<file path="src/rtl/debug_pkg.sv">
// Shared debug-unit definitions.
// Holds the pipeline-latch vector width, the UART word width, the latch-dump
// FSM state encoding and the debug command code that triggers a latch dump.
package debug_pkg;

    // Width of the concatenated pipeline-latch vector {IF_ID, ID_EX, EX_M, M_WB}
    localparam int unsigned NB_R_INT = 341;

    // UART data word width
    localparam int unsigned NB_BYTE = 8;

    // Command byte the debug-unit decoder maps to "dump latches"
    localparam logic [NB_BYTE-1:0] CMD_DUMP_LATCHES = 8'h4C;

    // Latch-dump serializer states
    typedef enum logic [1:0] {
        IDLE = 2'd0,
        SEND = 2'd1,
        DONE = 2'd2
    } dump_state_e;

endpackage : debug_pkg

</file>
<file path="src/rtl/latch_dump_serializer.sv">
// Latch dump serializer.
// Snapshots the pipeline-latch vector on a start request, then streams it
// LSB byte first into the UART TX FIFO write port, one byte per cycle,
// holding while the FIFO reports full. Completion is a one-cycle pulse.
//
// Ports:
//   i_clk      system clock
//   i_reset    synchronous active-low reset
//   i_start    dump request pulse (honoured only in IDLE)
//   i_abort    cancel the dump in progress
//   i_data     snapshot source {IF_ID, ID_EX, EX_M, M_WB}
//   i_tx_full  TX FIFO almost-full flag
//   o_tx_data  byte to TX FIFO
//   o_tx_wr    TX FIFO write strobe
//   o_busy     high from capture until completion or abort
//   o_done     one-cycle pulse after the last byte
module latch_dump_serializer
    import debug_pkg::*;
#(
    parameter int unsigned NB_DATA = NB_R_INT
) (
    input  logic               i_clk,
    input  logic               i_reset,
    input  logic               i_start,
    input  logic               i_abort,
    input  logic [NB_DATA-1:0] i_data,
    input  logic               i_tx_full,
    output logic [NB_BYTE-1:0] o_tx_data,
    output logic               o_tx_wr,
    output logic               o_busy,
    output logic               o_done
);

    localparam int unsigned NB_BYTES = (NB_DATA + NB_BYTE - 1) / NB_BYTE;
    localparam int unsigned NB_CNT   = $clog2(NB_BYTES);
    localparam int unsigned NB_SHIFT = NB_BYTES * NB_BYTE;

    localparam logic [NB_CNT-1:0] LAST_CNT = NB_CNT'(NB_BYTES - 1);
    localparam logic [NB_CNT-1:0] CNT_ONE  = NB_CNT'(1);

    dump_state_e          state_q,   state_d;
    logic [NB_SHIFT-1:0]  shift_q,   shift_d;
    logic [NB_CNT-1:0]    cnt_q,     cnt_d;
    logic [NB_BYTE-1:0]   tx_data_q, tx_data_d;
    logic                 tx_wr_q,   tx_wr_d;
    logic                 busy_q,    busy_d;
    logic                 done_q,    done_d;

    // Next-state and registered-output logic
    always_comb begin
        state_d   = state_q;
        shift_d   = shift_q;
        cnt_d     = cnt_q;
        tx_data_d = tx_data_q;
        tx_wr_d   = 1'b0;
        busy_d    = busy_q;
        done_d    = 1'b0;

        case (state_q)
            IDLE: begin
                busy_d = 1'b0;
                if (i_start) begin
                    // Zero-extension leaves the pad bits of the last byte at 0
                    shift_d = NB_SHIFT'(i_data);
                    cnt_d   = '0;
                    busy_d  = 1'b1;
                    state_d = SEND;
                end
            end

            SEND: begin
                if (i_abort) begin
                    cnt_d   = '0;
                    busy_d  = 1'b0;
                    state_d = IDLE;
                end else if (!i_tx_full) begin
                    tx_wr_d   = 1'b1;
                    tx_data_d = shift_q[NB_BYTE-1:0];
                    shift_d   = shift_q >> NB_BYTE;
                    // Counter parks on the last index instead of wrapping
                    if (cnt_q == LAST_CNT) begin
                        state_d = DONE;
                    end else begin
                        cnt_d = cnt_q + CNT_ONE;
                    end
                end
            end

            DONE: begin
                done_d  = 1'b1;
                busy_d  = 1'b0;
                cnt_d   = '0;
                state_d = IDLE;
            end

            default: begin
                state_d = IDLE;
            end
        endcase
    end

    // State and output registers with synchronous reset
    always_ff @(posedge i_clk) begin
        if (!i_reset) begin
            state_q   <= IDLE;
            shift_q   <= '0;
            cnt_q     <= '0;
            tx_data_q <= '0;
            tx_wr_q   <= 1'b0;
            busy_q    <= 1'b0;
            done_q    <= 1'b0;
        end else begin
            state_q   <= state_d;
            shift_q   <= shift_d;
            cnt_q     <= cnt_d;
            tx_data_q <= tx_data_d;
            tx_wr_q   <= tx_wr_d;
            busy_q    <= busy_d;
            done_q    <= done_d;
        end
    end

    assign o_tx_data = tx_data_q;
    assign o_tx_wr   = tx_wr_q;
    assign o_busy    = busy_q;
    assign o_done    = done_q;

endmodule : latch_dump_serializer

</file>
<file path="config.mk">
export PLATFORM = sky130hd
export DESIGN_NAME = latch_dump_serializer
export DESIGN_NICKNAME = d
export VERILOG_FILES = /design/src/rtl/debug_pkg.sv /design/src/rtl/latch_dump_serializer.sv
export SDC_FILE = /design/constraint.sdc
export NUM_CORES = 1
export LEC_CHECK = 0
export BUFFER_PORTS_ARGS = -buffer_cell sky130_fd_sc_hd__buf_4
export CAP_MARGIN = 20
export CORE_MARGIN = 5
export CORE_UTILIZATION = 40
export CTS_BUF_LIST = sky130_fd_sc_hd__clkbuf_8
export CTS_CLUSTER_DIAMETER = 80
export DETAILED_ROUTE_END_ITERATION = 10
export PLACE_DENSITY_LB_ADDON = 0.25
export SLEW_MARGIN = 20
export SYNTH_ARGS = -nofsm -noshare
export SYNTH_HDL_FRONTEND = slang
export SYNTH_SLANG_ARGS = --single-unit
</file>
<file path="constraint.sdc">
create_clock -name i_clk -period 1.95 [get_ports i_clk]
set_clock_uncertainty 0.1 [all_clocks]
set_input_delay 0.0975 -clock i_clk [delete_from_list [all_inputs] [get_ports i_clk]]
set_output_delay 0.0975 -clock i_clk [all_outputs]
set_load 0.01 [all_outputs]
</file>
======== Word level (Yosys, flattened, before mapping) ========
Cells that the tools add are included.
storage, ports and cells
  register bits after elaboration ......... 363
  bits of input ports ..................... 346
  output and inout port bits .............. 11
  word-level logic and storage cells ...... 50
operators by class
  add/sub/neg operators ................... 1
  equality and inequality tests ........... 10
  muxes and demuxes ....................... 19
  bitwise operators ....................... 4
  reductions and logical operators ........ 9
operator list
  cell                   number
  $mux W344              3
  $pmux W344 S2          1
  $mux W6                4
  $pmux W6 S3            1
  $ne A3 B3 Y1 const B   3
  $mux W2                4
  $ne A2 B2 Y1 const B   4
  $reduce_and A4 Y1      2
  $add A6 B1 Y6 const B  1
  $eq A6 B6 Y1 const B   1
  $reduce_and A3 Y1      2
  $mux W1                4
  $not A1 Y1             4
  $pmux W2 S2            1
  $pmux W1 S3            1
  $reduce_bool A3 Y1     1
  $reduce_or A3 Y1       1
  $eq A2 B1 Y1 const B   1
  $eq A2 B2 Y1 const B   1
  $logic_not A2 Y1       1
  $reduce_and A2 Y1      1
  $reduce_bool A2 Y1     1

======== Depth between registers and ports, before layout ========
Gate-level depths: netlist of the first run.
  depth in word-level cells ............... 5
  gate-level depth with buffers ........... 10

======== Least setup slack after synthesis of the first run ========
Ideal clock, no wire load.
  kind .................................... register to register
  from .................................... register state_q[1]
  to ...................................... register shift_q[321]
  setup time .............................. 0.116 ns
  data arrival time ....................... 1.501 ns
  data required time ...................... 1.734 ns
  path slack .............................. 0.232 ns
  stages on the path, launching flop included .. 11
  path through ............................ dfxtp_1 > inv_1 > ha_1 > buf_2 > o21ai_1 > o211a_1 > buf_6 > buf_6 > buf_6 > nand2_1 > o211a_1
between the ends
  cells in the longest elaborated chain, start to end .. 3
RTL lines
  element                                                              RTL line                      source
  start: declaration                                                   latch_dump_serializer.sv:41   dump_state_e state_q, state_d;
  start signal: assignment                                             latch_dump_serializer.sv:113  state_q <= state_d;
  $eq A2 B1 Y1 / $logic_not A2 Y1 (equally long branches)              latch_dump_serializer.sv:59   case (state_q)
  $ne A2 B2 Y1 (no line) / $reduce_bool A2 Y1 (equally long branches)  n/a
  $reduce_and A4 Y1 (no line)                                          n/a
  end signal: assignment                                               latch_dump_serializer.sv:114  shift_q <= shift_d;
  end: declaration                                                     latch_dump_serializer.sv:42   logic [NB_SHIFT-1:0] shift_q, shift_d;
Several ways; a longest one is shown, not always the timed one.
A chain may end at the register's enable or synchronous reset.

======== Final worst setup path of the first run ========
  from .................................... register state_q[0]
  to ...................................... register shift_q[200]
Same word-level chain as after synthesis.

==> results of run 1 <==
worst max path at each step:
stage / endpoint / slack (ns) / startpoint
3_5_place_dp: cnt_q[4] / -0.03 / state_q[0]
4_1_cts: cnt_q[4] / 0.0009 / state_q[1]
2_1_floorplan: shift_q[321] / 0.23 / state_q[1]
3_3_place_gp: shift_q[241] / 0.05 / state_q[0]
6_report: shift_q[200] / 0.07 / state_q[0]
5_1_grt: shift_q[249] / -0.04 / state_q[1]
critical path: stages (launching register included):
cell and delay (ns):
dfxtp_2 0.36, inv_1 0.07, ha_2 0.21, o211a_4 0.29, buf_12 0.17, bufbuf_16 0.31, o211a_1 0.23
per-layer routing:
metal | global-route usage, % | vias up | part of all wire [%] | wire [µm]
met5 | 0 | - | 0.065 | 34
met4 | 7.356 | 6 | 2.9 | 1503
met3 | 4.745 | 120 | 5.4 | 2810
met2 | 35.71 | 429 | 48 | 24990
met1 | 26.26 | 7219 | 44 | 22630
li1 | - | 7302 | - | -
registers in the layout (all words and copies together) (netlist names):
name,cells
cnt_q,6
o_busy,1
o_done,1
o_tx_data,8
o_tx_wr,1
shift_q,341
state_q,2
power by group:
group / internal (µW) / switching, µW
Sequential: 8330 / 547
Clock: 3440 / 3020
Combinational: 2850 / 2210
Total: 14600 / 5780
placed cells by master (no fill, tap or decap), types with 2 or more instances in the layout:
cell,count
a21boi_1,3
o22ai_1,2
clkinv_2,4
o211a_1,333
a21oi_1,2
mux2i_2,2
nand2_1,354
nand3_1,3
ha_1,3
buf_12,28
dfxtp_1,359
buf_4,402
dlygate4sd3_1,345
o311ai_1,3
nor3b_4,2
nand3b_1,10
o21a_1,3
clkbuf_16,2
o21ai_0,8
o31ai_1,3
mux2i_1,331
buf_6,3
nor2_1,3
inv_1,28
clkbuf_8,72
buf_16,6
a21boi_0,14
bufbuf_16,3
nand2b_1,3
diode_2,7
cell type report:
class / instances / area [µm²] / share of cell area (%)
clock inverter: 32 / 156.4 / 0.6229
clock buffer: 72 / 991.0 / 3.947
antenna: 7 / 17.52 / 0.06977
inverter: 3 / 11.26 / 0.04485
sequential: 360 / 7208 / 28.71
tap: 539 / 674.4 / 2.686
multi-input combinational: 1101 / 8656 / 34.47
timing repair buffer: 790 / 7393 / 29.45
metrics by stage:
| stage | total power (µW) | setup TNS (ns) |
|---|---|---|
| floorplan | 11980 | 0 |
| global placement | 13110 | 0 |
| detailed placement | 13230 | -0.02571 |
| CTS | 20430 | 0 |
| global route | 21470 | -0.04800 |
| finish | 20390 | 0 |
cells by family (layout without fill, tap and decap cells):
group | Yosys count | count (layout)
mux | 333 | 333
compound gates | 380 | 380
other cells | 0 | 7
flops | 360 | 360
buf+inv | 160 | 897
simple gates | 383 | 383
fa+ha+maj | 5 | 5
what timing repair did:
| item | 4_1_cts | 5_1_grt |
|---|---|---|
| setup buffers | 1 | 11 |
| pin swaps | 1 | 1 |
| gates cloned | 3 | 2 |
| gates resized for setup | 3 | 18 |
| setup endpoints to repair | 18 | 201 |
| hold endpoints to repair | 360 | 0 |
| hold buffers | 345 | 0 |
==> results by group, run 1 <==
STA
  – Max-slew headroom: between 50% and 60%
  – Fin crit period: 1.879 ns
  – Setup WS post-layout: 0.07053 ns
  – Final Slew Violations: 0
  – Period utilisation layout: 96.38%
  – Final setup violation count: 0
  – RSZ-0062 raised after global routing: yes
  – Final hold violation count: 0
  – Actual slew at the worst max-slew pin: 0.6540 ns
  – Final hold slack: 0.2108 ns
  – Fmax: approximately 0.53 GHz

Cells and area
  – FILL cells: 3383
  – Post-layout nets: 2668
  – Area Growth Syn to Fin: 47.23%
  – Finished Core Util: 59.72%
  – Layout cells sized above 1: 22.82%
  – Non-Filler Instances: 2904
  – Design area: 0.02511 mm²

Place
  – Dpl hpwl: 32140 µm
  – Final GP Congestion: 0.7723
  – Dpl cells: between 2000 and 2500
  – # port buffers: 356
  – Area after DPL: 0.02016 mm²
  – Dpl ws: -0.02571 ns

Global route
  – GRT overflow: 0
  – Vias in the first global route: about 16000
  – First-pass GRT wire length: a little over 80000 µm
  – Antenna violations before repair: 10
  – Largest net degree at the start of global routing: 114
  – GRT Resource Usage Total: 20.97%

Clocking
  – TritonCTS Buffers: about 60
  – Clock sink total: 360
  – CTS clk-pin slew, worst paths: 0.06 ns
  – Worst skew pair latency: 0.63 ns
  – # H-tree levels: 2
  – CTS tree: done
  – Max Root-Sink Buffers: 3
  – Clk root buf: clkbuf_8

Status
  – Status: complete, no violations

Route
  – Total length of routed wires: between 50000 and 60000 µm
  – DR DRC count: 0
  – WL/cell: 17.89 µm
  – Antenna-violating nets left: 0
  – Initial DRC Count: about 840
  – Via count: 15076
  – Drt via density: 5.191
  – First-pass DRT Iterations: 5

Setup path
  – Crit Path Max Fanout: 27
  – R2R depth: 6
  – Reg-to-reg startpoint: state_q[0]
  – CP Data Arrival Time: 2.30 ns
  – Startpoint Class: flip-flop
  – WP data required: ~2.4 ns
  – Flop-to-flop setup slack: slightly above 0.07 ns
  – Reg2reg end: shift_q[200]
  – Crit end category: flip-flop
  – Crit Path Class: reg -> reg

Synth
  – Adder and majority gate portion of the synthesized area: 0.3668%
  – Area share of the largest cell type after synthesis: 42.26%
  – Mean Syn Cell Area: 10.52 µm²
  – Mapped Cells: 1621
  – Number of synthesized register bits: 360
  – Most frequent cell after synthesis: dfxtp_1
  – Syn Nets: roughly 2000
  – Complex-gate fraction of the synthesized area: 21.56%
  – Post-synth top flop: dfxtp_1
  – Synth async-reset ratio: 0%
  – Ranking of synthesized cells by area: dfxtp_1, o211a_1, mux2i_1, nand2_1, buf_6
  – Synth Cell Area: 0.01705 mm²
  – Synth cell count leaders: dfxtp_1, nand2_1, o211a_1, mux2i_1, buf_6
  – Synth unique cells: 39
  – Number of synthesized flops with an enable pin: 0
  – Seq/Total Area, Yosys: 42.26%
  – Post-Synth XOR/XNOR Area: 0%
  – Synth warn: 0
  – Post-synth top area cell: dfxtp_1
  – Post-Synth Simple-Gate Area: 9.024%
  – Largest family of logic cells by synthesized area: compound AO/OA/AOI/OAI gates
  – Mux cell area share after synthesis: 19.55%

Hold path
  – Hold Path Cell Cnt: 4
  – HP Class: in -> reg
  – WHS Endpoint: shift_q[340]
  – Worst hold start: i_data[340]

Power
  – Worst IR drop on VDD: roughly 0.6 mV
  – Power Density: 811.9 mW/mm²
  – LEAKAGE: 0.01342 µW

Floorplanning
  – Width of the die: 216.5 µm
  – Initial Utilization: between 40% and 50%
  – Row count: 75
  – # IOs: 357
  – Die height: 216.5 µm
  – Die Area: 0.04686 mm²
  – Core box area: 0.04204 mm²

Run
  – Max cap viols: 0
No activity file was read; power rests on OpenSTA's default activity.
==> inputs of run 2 (changes only) <==
--- a/config.mk
+++ b/config.mk
@@ -13,6 +13,7 @@
 export CTS_CLUSTER_DIAMETER = 80
 export DETAILED_ROUTE_END_ITERATION = 10
 export PLACE_DENSITY_LB_ADDON = 0.25
+export REMOVE_ABC_BUFFERS = 1
 export SLEW_MARGIN = 20
 export SYNTH_ARGS = -nofsm -noshare
 export SYNTH_HDL_FRONTEND = slang
==> results by group, run 2 (synthesized netlist as in run 1, its figures left out) <==
STA
  – Final hold violation count: 0 (unchanged)
  – RSZ-0062 raised after global routing: yes
  – Setup WS post-layout: 0.04300 ns (-0.02753 ns)
  – Fmax: 0.5244 GHz (-1.4%)
  – Actual slew at the worst max-slew pin: 0.5163 ns (-0.1377 ns)
  – Final setup violation count: 0 (unchanged)
  – Final Slew Violations: 0 (unchanged)
  – Final hold slack: 0.2070 ns (-0.003752 ns)
  – Max-slew headroom: 65.58% (+9.2 points)
  – Fin crit period: 1.907 ns (+0.02753 ns)
  – Period utilisation layout: 97.79% (+1.4 points)

Cells and area
  – Most common cell after layout, fill and taps aside: buf_4
  – FILL cells: 3345 (-1.1%)
  – Post-layout nets: 2655 (-0.49%)
  – Area Growth Syn to Fin: 46.83%
  – Leading cell types in the layout, fill and taps excluded: buf_4, dfxtp_1, nand2_1, dlygate4sd3_1, o211a_1
  – Design area: 0.02504 mm² (-0.27%)
  – Max reg flops: 341 (unchanged)
  – Largest Register: shift_q
  – Finished Core Util: 59.56% (-0.16 points)
  – Layout cells sized above 1: 22.61% (-0.21 points)

Setup path
  – Crit-path cells: inv_2, ha_4, buf_12, o211a_4, buf_12, buf_4, buf_4, o211a_1
  – Crit end category: flip-flop
  – Slowest stage cell, crit path: dfxtp_2
  – Startpoint Class: flip-flop
  – Worst Setup SP: state_q[1]
  – WP data required: 2.37 ns (about the same)
  – Buffer and inverter count on the worst path: 5 (+2)
  – Reg-to-reg startpoint: state_q[1]
  – Crit Path Class: reg -> reg
  – Crit Path Max Fanout: 8 (-70%)
  – Delay-heaviest family, CP: buffers and inverters
  – CP Data Arrival Time: 2.33 ns (+0.03 ns)
  – Worst stage delay on the critical path: 0.33 ns (-0.03 ns)

Floorplanning
  – # IOs: 357 (unchanged)
  – Die Area: 0.04686 mm² (unchanged)
  – Row count: 75 (unchanged)
  – Die height: 216.5 µm (unchanged)
  – Width of the die: 216.5 µm (unchanged)
  – Core box area: 0.04204 mm² (unchanged)
  – Initial Utilization: 40.57% (unchanged)

Place
  – Area after DPL: 0.02003 mm² (-0.65%)
  – # port buffers: 356 (unchanged)
  – Dpl ws: -0.02661 ns (-0.0008925 ns)
  – Final GP Congestion: 0.7714 (-0.12%)
  – Dpl hpwl: 29420 µm (-8.5%)

Route
  – Antenna-violating nets left: 0 (unchanged)
  – Via count: 14830 (-1.6%)
  – Drt via density: 5.126 (-1.3%)
  – Total length of routed wires: 50260 µm (-3.3%)
  – First-pass DRT Iterations: 6 (+1)
  – DR DRC count: 0 (unchanged)
  – Initial DRC Count: 755 (-10%)
  – WL/cell: 17.37 µm (-2.9%)

Power
  – LEAKAGE: 0.01336 µW (-0.44%)
  – Worst IR drop on VDD: 0.6869 mV (+15%)
  – Tot Pwr: 20640 µW (+1.2%)
  – Power Density: 824.2 mW/mm² (+1.5%)

Clocking
  – CTS clk-pin slew, worst paths: 0.06 ns (about the same)
  – Clock sink total: 360 (unchanged)
  – Clk root buf: clkbuf_8
  – Max Root-Sink Buffers: 3 (unchanged)
  – CTS tree: done
  – # H-tree levels: 2 (unchanged)
  – TritonCTS Buffers: 61 (unchanged)
  – Worst skew pair latency: 0.64 ns (about the same)

Global route
  – Largest net degree at the start of global routing: 101 (-11%)
  – First-pass GRT wire length: 78850 µm (-2.8%)
  – Vias in the first global route: 15283 (-2.1%)
  – GRT overflow: 0 (unchanged)
  – GRT Resource Usage Total: 20.29% (-0.68 points)
  – Antenna violations before repair: 6 (-4)

Hold path
  – HP Class: in -> reg
  – Worst hold start: i_tx_full

Run
  – Max cap viols: 0 (unchanged)

Status
  – Status: complete, no violations
[run 2: changes by cell type in the layout (fill, tap and decap cells not counted), sizes merged]
cell      delta
inv          -4
buf         -13
bufbuf       -2
clkbuf       +9
diode        -2
clkinvlp     +1
[run 2: path summary, 6_finish.rpt]
check            endpoint  slack [ns]  cells after the start
max          shift_q[245]        0.04                      8
min               o_tx_wr        0.21                      3
max reg2reg  shift_q[245]        0.04                      8
min reg2reg  shift_q[334]        0.37                      2
[run 2: metal layers]
metal / global-route usage, % / wire length (µm) / part of all wire, %
met5: 0 / 7 / 0.014
met4: 9.731 / 2013 / 4.0
met3: 3.893 / 2173 / 4.3
met2: 34.90 / 24880 / 49
met1: 24.47 / 21190 / 42
[run 2: cell type report]
type	instances	area [µm²]	area share, %
Antenna cell	5	12.51	0.04997
Clock buffer	79	1087	4.342
Clock inverter	29	147.6	0.5896
Inverter	3	11.26	0.04497
Multi-Input combinational cell	1101	8640	34.50
Sequential cell	360	7212	28.80
Tap cell	539	674.4	2.693
Timing Repair Buffer	777	7256	28.98
[run 2: through the flow]
| stage | setup TNS [ns] | cells |
|---|---|---|
| after floorplan | -6836.91 | 1464 |
| after global placement | 0 | 2417 |
| after detailed placement | -0.1396 | 2417 |
| after CTS | 0 | 2876 |
| after global routing | -0.01914 | 2893 |
| final | 0 | 2893 |
[run 2: where the power goes]
part           switching (µW)  internal, µW
registers                 522          8330
logic                    2170          2810
clock network            3090          3720
total                    5780         14900
[run 2: tightest hold or removal path, cell delays in order]
cell           delay (ns)
dlygate4sd3_1        0.53
buf_4                0.20
nor3b_4              0.07
[run 2: what timing repair did]
item	in CTS	in global routing
pin swaps	2	2
resized for setup	7	8
endpoints found under the setup margin	269	179
hold buffers	345	0
endpoints found under the hold margin	360	0
setup buffers	4	8
gates cloned	2	4
==> inputs of run 3 (changes only) <==
--- a/config.mk
+++ b/config.mk
@@ -8,7 +8,7 @@
 export BUFFER_PORTS_ARGS = -buffer_cell sky130_fd_sc_hd__buf_4
 export CAP_MARGIN = 20
 export CORE_MARGIN = 5
-export CORE_UTILIZATION = 40
+export CORE_UTILIZATION = 30
 export CTS_BUF_LIST = sky130_fd_sc_hd__clkbuf_8
 export CTS_CLUSTER_DIAMETER = 80
 export DETAILED_ROUTE_END_ITERATION = 10
==> results by group, run 3 (synthesized netlist as in run 1, its figures left out) <==
Place
  – Dpl hpwl: 31600 µm (+7.4%)
  – Final GP Congestion: 0.7562 (-2.0%)
  – Dpl cells: 2659 (+10%)
  – # port buffers: 356 (unchanged)

Clocking
  – # H-tree levels: 3 (+1)
  – Worst skew pair latency: 0.64 ns (about the same)
  – CTS tree: done
  – TritonCTS Buffers: 70 (+15%)
  – CTS clk-pin slew, worst paths: 0.07 ns (about the same)
  – Clk root buf: clkbuf_8
  – Clock sink total: 360 (unchanged)
  – Max Root-Sink Buffers: 3 (unchanged)

Route
  – Antenna-violating nets left: 0 (unchanged)
  – First-pass DRT Iterations: 5 (-1)
  – Drt via density: 4.663 (-9.0%)
  – WL/cell: 16.13 µm (-7.2%)
  – Via count: 14706 (-0.84%)
  – DR DRC count: 0 (unchanged)
  – Initial DRC Count: 527 (-30%)
  – Total length of routed wires: 50860 µm (+1.2%)

STA
  – Actual slew at the worst max-slew pin: 0.5881 ns (+0.07178 ns)
  – Final hold violation count: 0 (unchanged)
  – Fmax: 0.5341 GHz (+1.8%)
  – Fin crit period: 1.872 ns (-0.03460 ns)
  – Setup TNS: 0 ns (unchanged)
  – Period utilisation layout: 96.02% (-1.8 points)
  – Max-slew headroom: 60.80% (-4.8 points)
  – Final setup violation count: 0 (unchanged)
  – Final Slew Violations: 0 (unchanged)

Power
  – Comb pwr share: 23.5% (-0.6 points)
  – Tot Pwr: 21540 µW (+4.4%)
  – Sequential group share of total power: 41.0% (-1.9 points)
  – Clk pwr share: 35.5% (+2.5 points)
  – P_int: 15490 µW (+4.2%)
  – Sw frac: 28.10% (+0.097 points)
  – Psw: 6053 µW (+4.7%)
  – Worst IR drop on VDD: 0.5404 mV (-21%)
  – LEAKAGE: 0.01361 µW (+1.9%)
  – Power Density: 834.0 mW/mm² (+1.2%)

Global route
  – Vias in the first global route: 15446 (+1.1%)
  – First-pass GRT wire length: 80230 µm (+1.8%)
  – GRT overflow: 0 (unchanged)
  – Antenna violations before repair: 7 (+1)
  – Largest net degree at the start of global routing: 122 (+21%)
  – GRT Resource Usage Total: 15.61% (-4.7 points)

Run
  – Max cap viols: 0 (unchanged)

Setup path
  – Slowest stage cell, crit path: dfxtp_1
  – Worst stage delay on the critical path: 0.34 ns (about the same)
  – Startpoint Class: flip-flop
  – Crit Path Max Fanout: 25 (+17)
  – WP data required: 2.37 ns (about the same)
  – CP Data Arrival Time: 2.29 ns (-0.04 ns)
  – Crit Path Class: reg -> reg
  – Crit-path cells: inv_2, ha_4, o21ai_2, o211a_4, buf_12, buf_4, nand2_1, o211a_1
  – Crit end category: flip-flop

Status
  – Status: complete, no violations

Cells and area
  – Area Growth Syn to Fin: 51.45%
  – Post-layout nets: 2693 (+1.4%)
  – Layout cells sized above 1: 24.12% (+1.5 points)
  – Non-Filler Instances: 3154 (+9.0%)
  – Leading cell types in the layout, fill and taps excluded: buf_4, dfxtp_1, nand2_1, dlygate4sd3_1, o211a_1
  – Most common cell after layout, fill and taps aside: buf_4
  – Max reg flops: 341 (unchanged)
  – Largest Register: shift_q

Floorplanning
  – Die height: 248.4 µm (+15%)
  – Initial Utilization: 30.24% (-10 points)
  – # IOs: 357 (unchanged)
  – Die Area: 0.06172 mm² (+32%)
  – Width of the die: 248.4 µm (+15%)
  – Row count: 87 (+16%)
  – Core box area: 0.05639 mm² (+34%)

Hold path
  – HP Class: in -> reg
==> run 3: cell types whose count changed in the layout (fill, tap and decap cells not counted), sizes merged <==
| cell | change |
|---|---|
| buf | +28 |
| bufinv | +2 |
| clkbuf | +5 |
| clkinv | +3 |
| clkinvlp | +2 |
| diode | +1 |
| inv | +3 |
==> run 3: cell type report <==
type,count,area [µm²]
Timing Repair Buffer,806,7571
Clock buffer,83,1142
Antenna cell,6,15.01
Multi-Input combinational cell,1101,8667
Sequential cell,360,7208
Fill cell,5267,30560
Clock inverter,39,267.8
Inverter,3,11.26
Tap cell,756,945.9
==> run 3: timing repair <==
action / 4_1_cts / 5_1_grt
endpoints found under the hold margin: 359 / 0
buffers inserted: 0 / 16
gates cloned: 1 / 5
pin swaps: 0 / 2
hold buffers: 345 / 0
gates resized for setup: 4 / 14
setup endpoints to repair: 13 / 291
==> run 3: worst max-delay path, delay by kind of cell, from the launching register on <==
family	cells	cell delay, ns
AOI/OAI and AO/OA	3	0.51
buffers and inverters	3	0.50
DFF	1	0.34
adders and majority gates	1	0.22
and+or+nand+nor	1	0.10
==> run 3: path summary, 6_finish.rpt <==
kind | start | end | slack (ns) | cells after the start
worst max-delay path | state_q[1] | shift_q[39] | 0.08 | 8
worst min-delay path | i_data[340] | shift_q[340] | 0.20 | 4
worst max register to register | state_q[1] | shift_q[39] | 0.08 | 8
worst min register to register | shift_q[337] | shift_q[337] | 0.36 | 2
==> run 3: per-stage QoR <==
| step | utilization [%] | setup WS (ns) | hold WS (ns) | area [µm²] |
|---|---|---|---|---|
| final | 45.81 | 0.07760 | 0.2029 | 25830 |
| after global routing | 45.80 | -0.005835 | 0.1733 | 25830 |
| after CTS | 45.22 | -0.01245 | 0.1199 | 25500 |
| after detailed placement | 36.51 | -0.01904 | 0.3031 | 20590 |
| after global placement | 36.51 | 0.03621 | 0.2900 | 20590 |
| after floorplan | - | -19.32 | 0.07419 | 15830 |
==> run 3: power groups by stage <==
stage	Clock (µW)	Sequential [µW]	Combinational, µW
6_report	7650	8830	5070
5_1_grt	8360	8930	5570
2_1_floorplan	0	8610	3660
4_1_cts	8010	8820	4930
3_3_place_gp	0	8950	4220
3_5_place_dp	0	8980	4300
==> run 3: metal layers <==
metal	vias up	global-route usage, %	part of all wire (%)
met5	-	0	0.014
met1	6867	18.78	43
met3	119	3.166	4.5
met2	339	26.71	49
li1	7379	-	-
met4	2	7.520	3.8
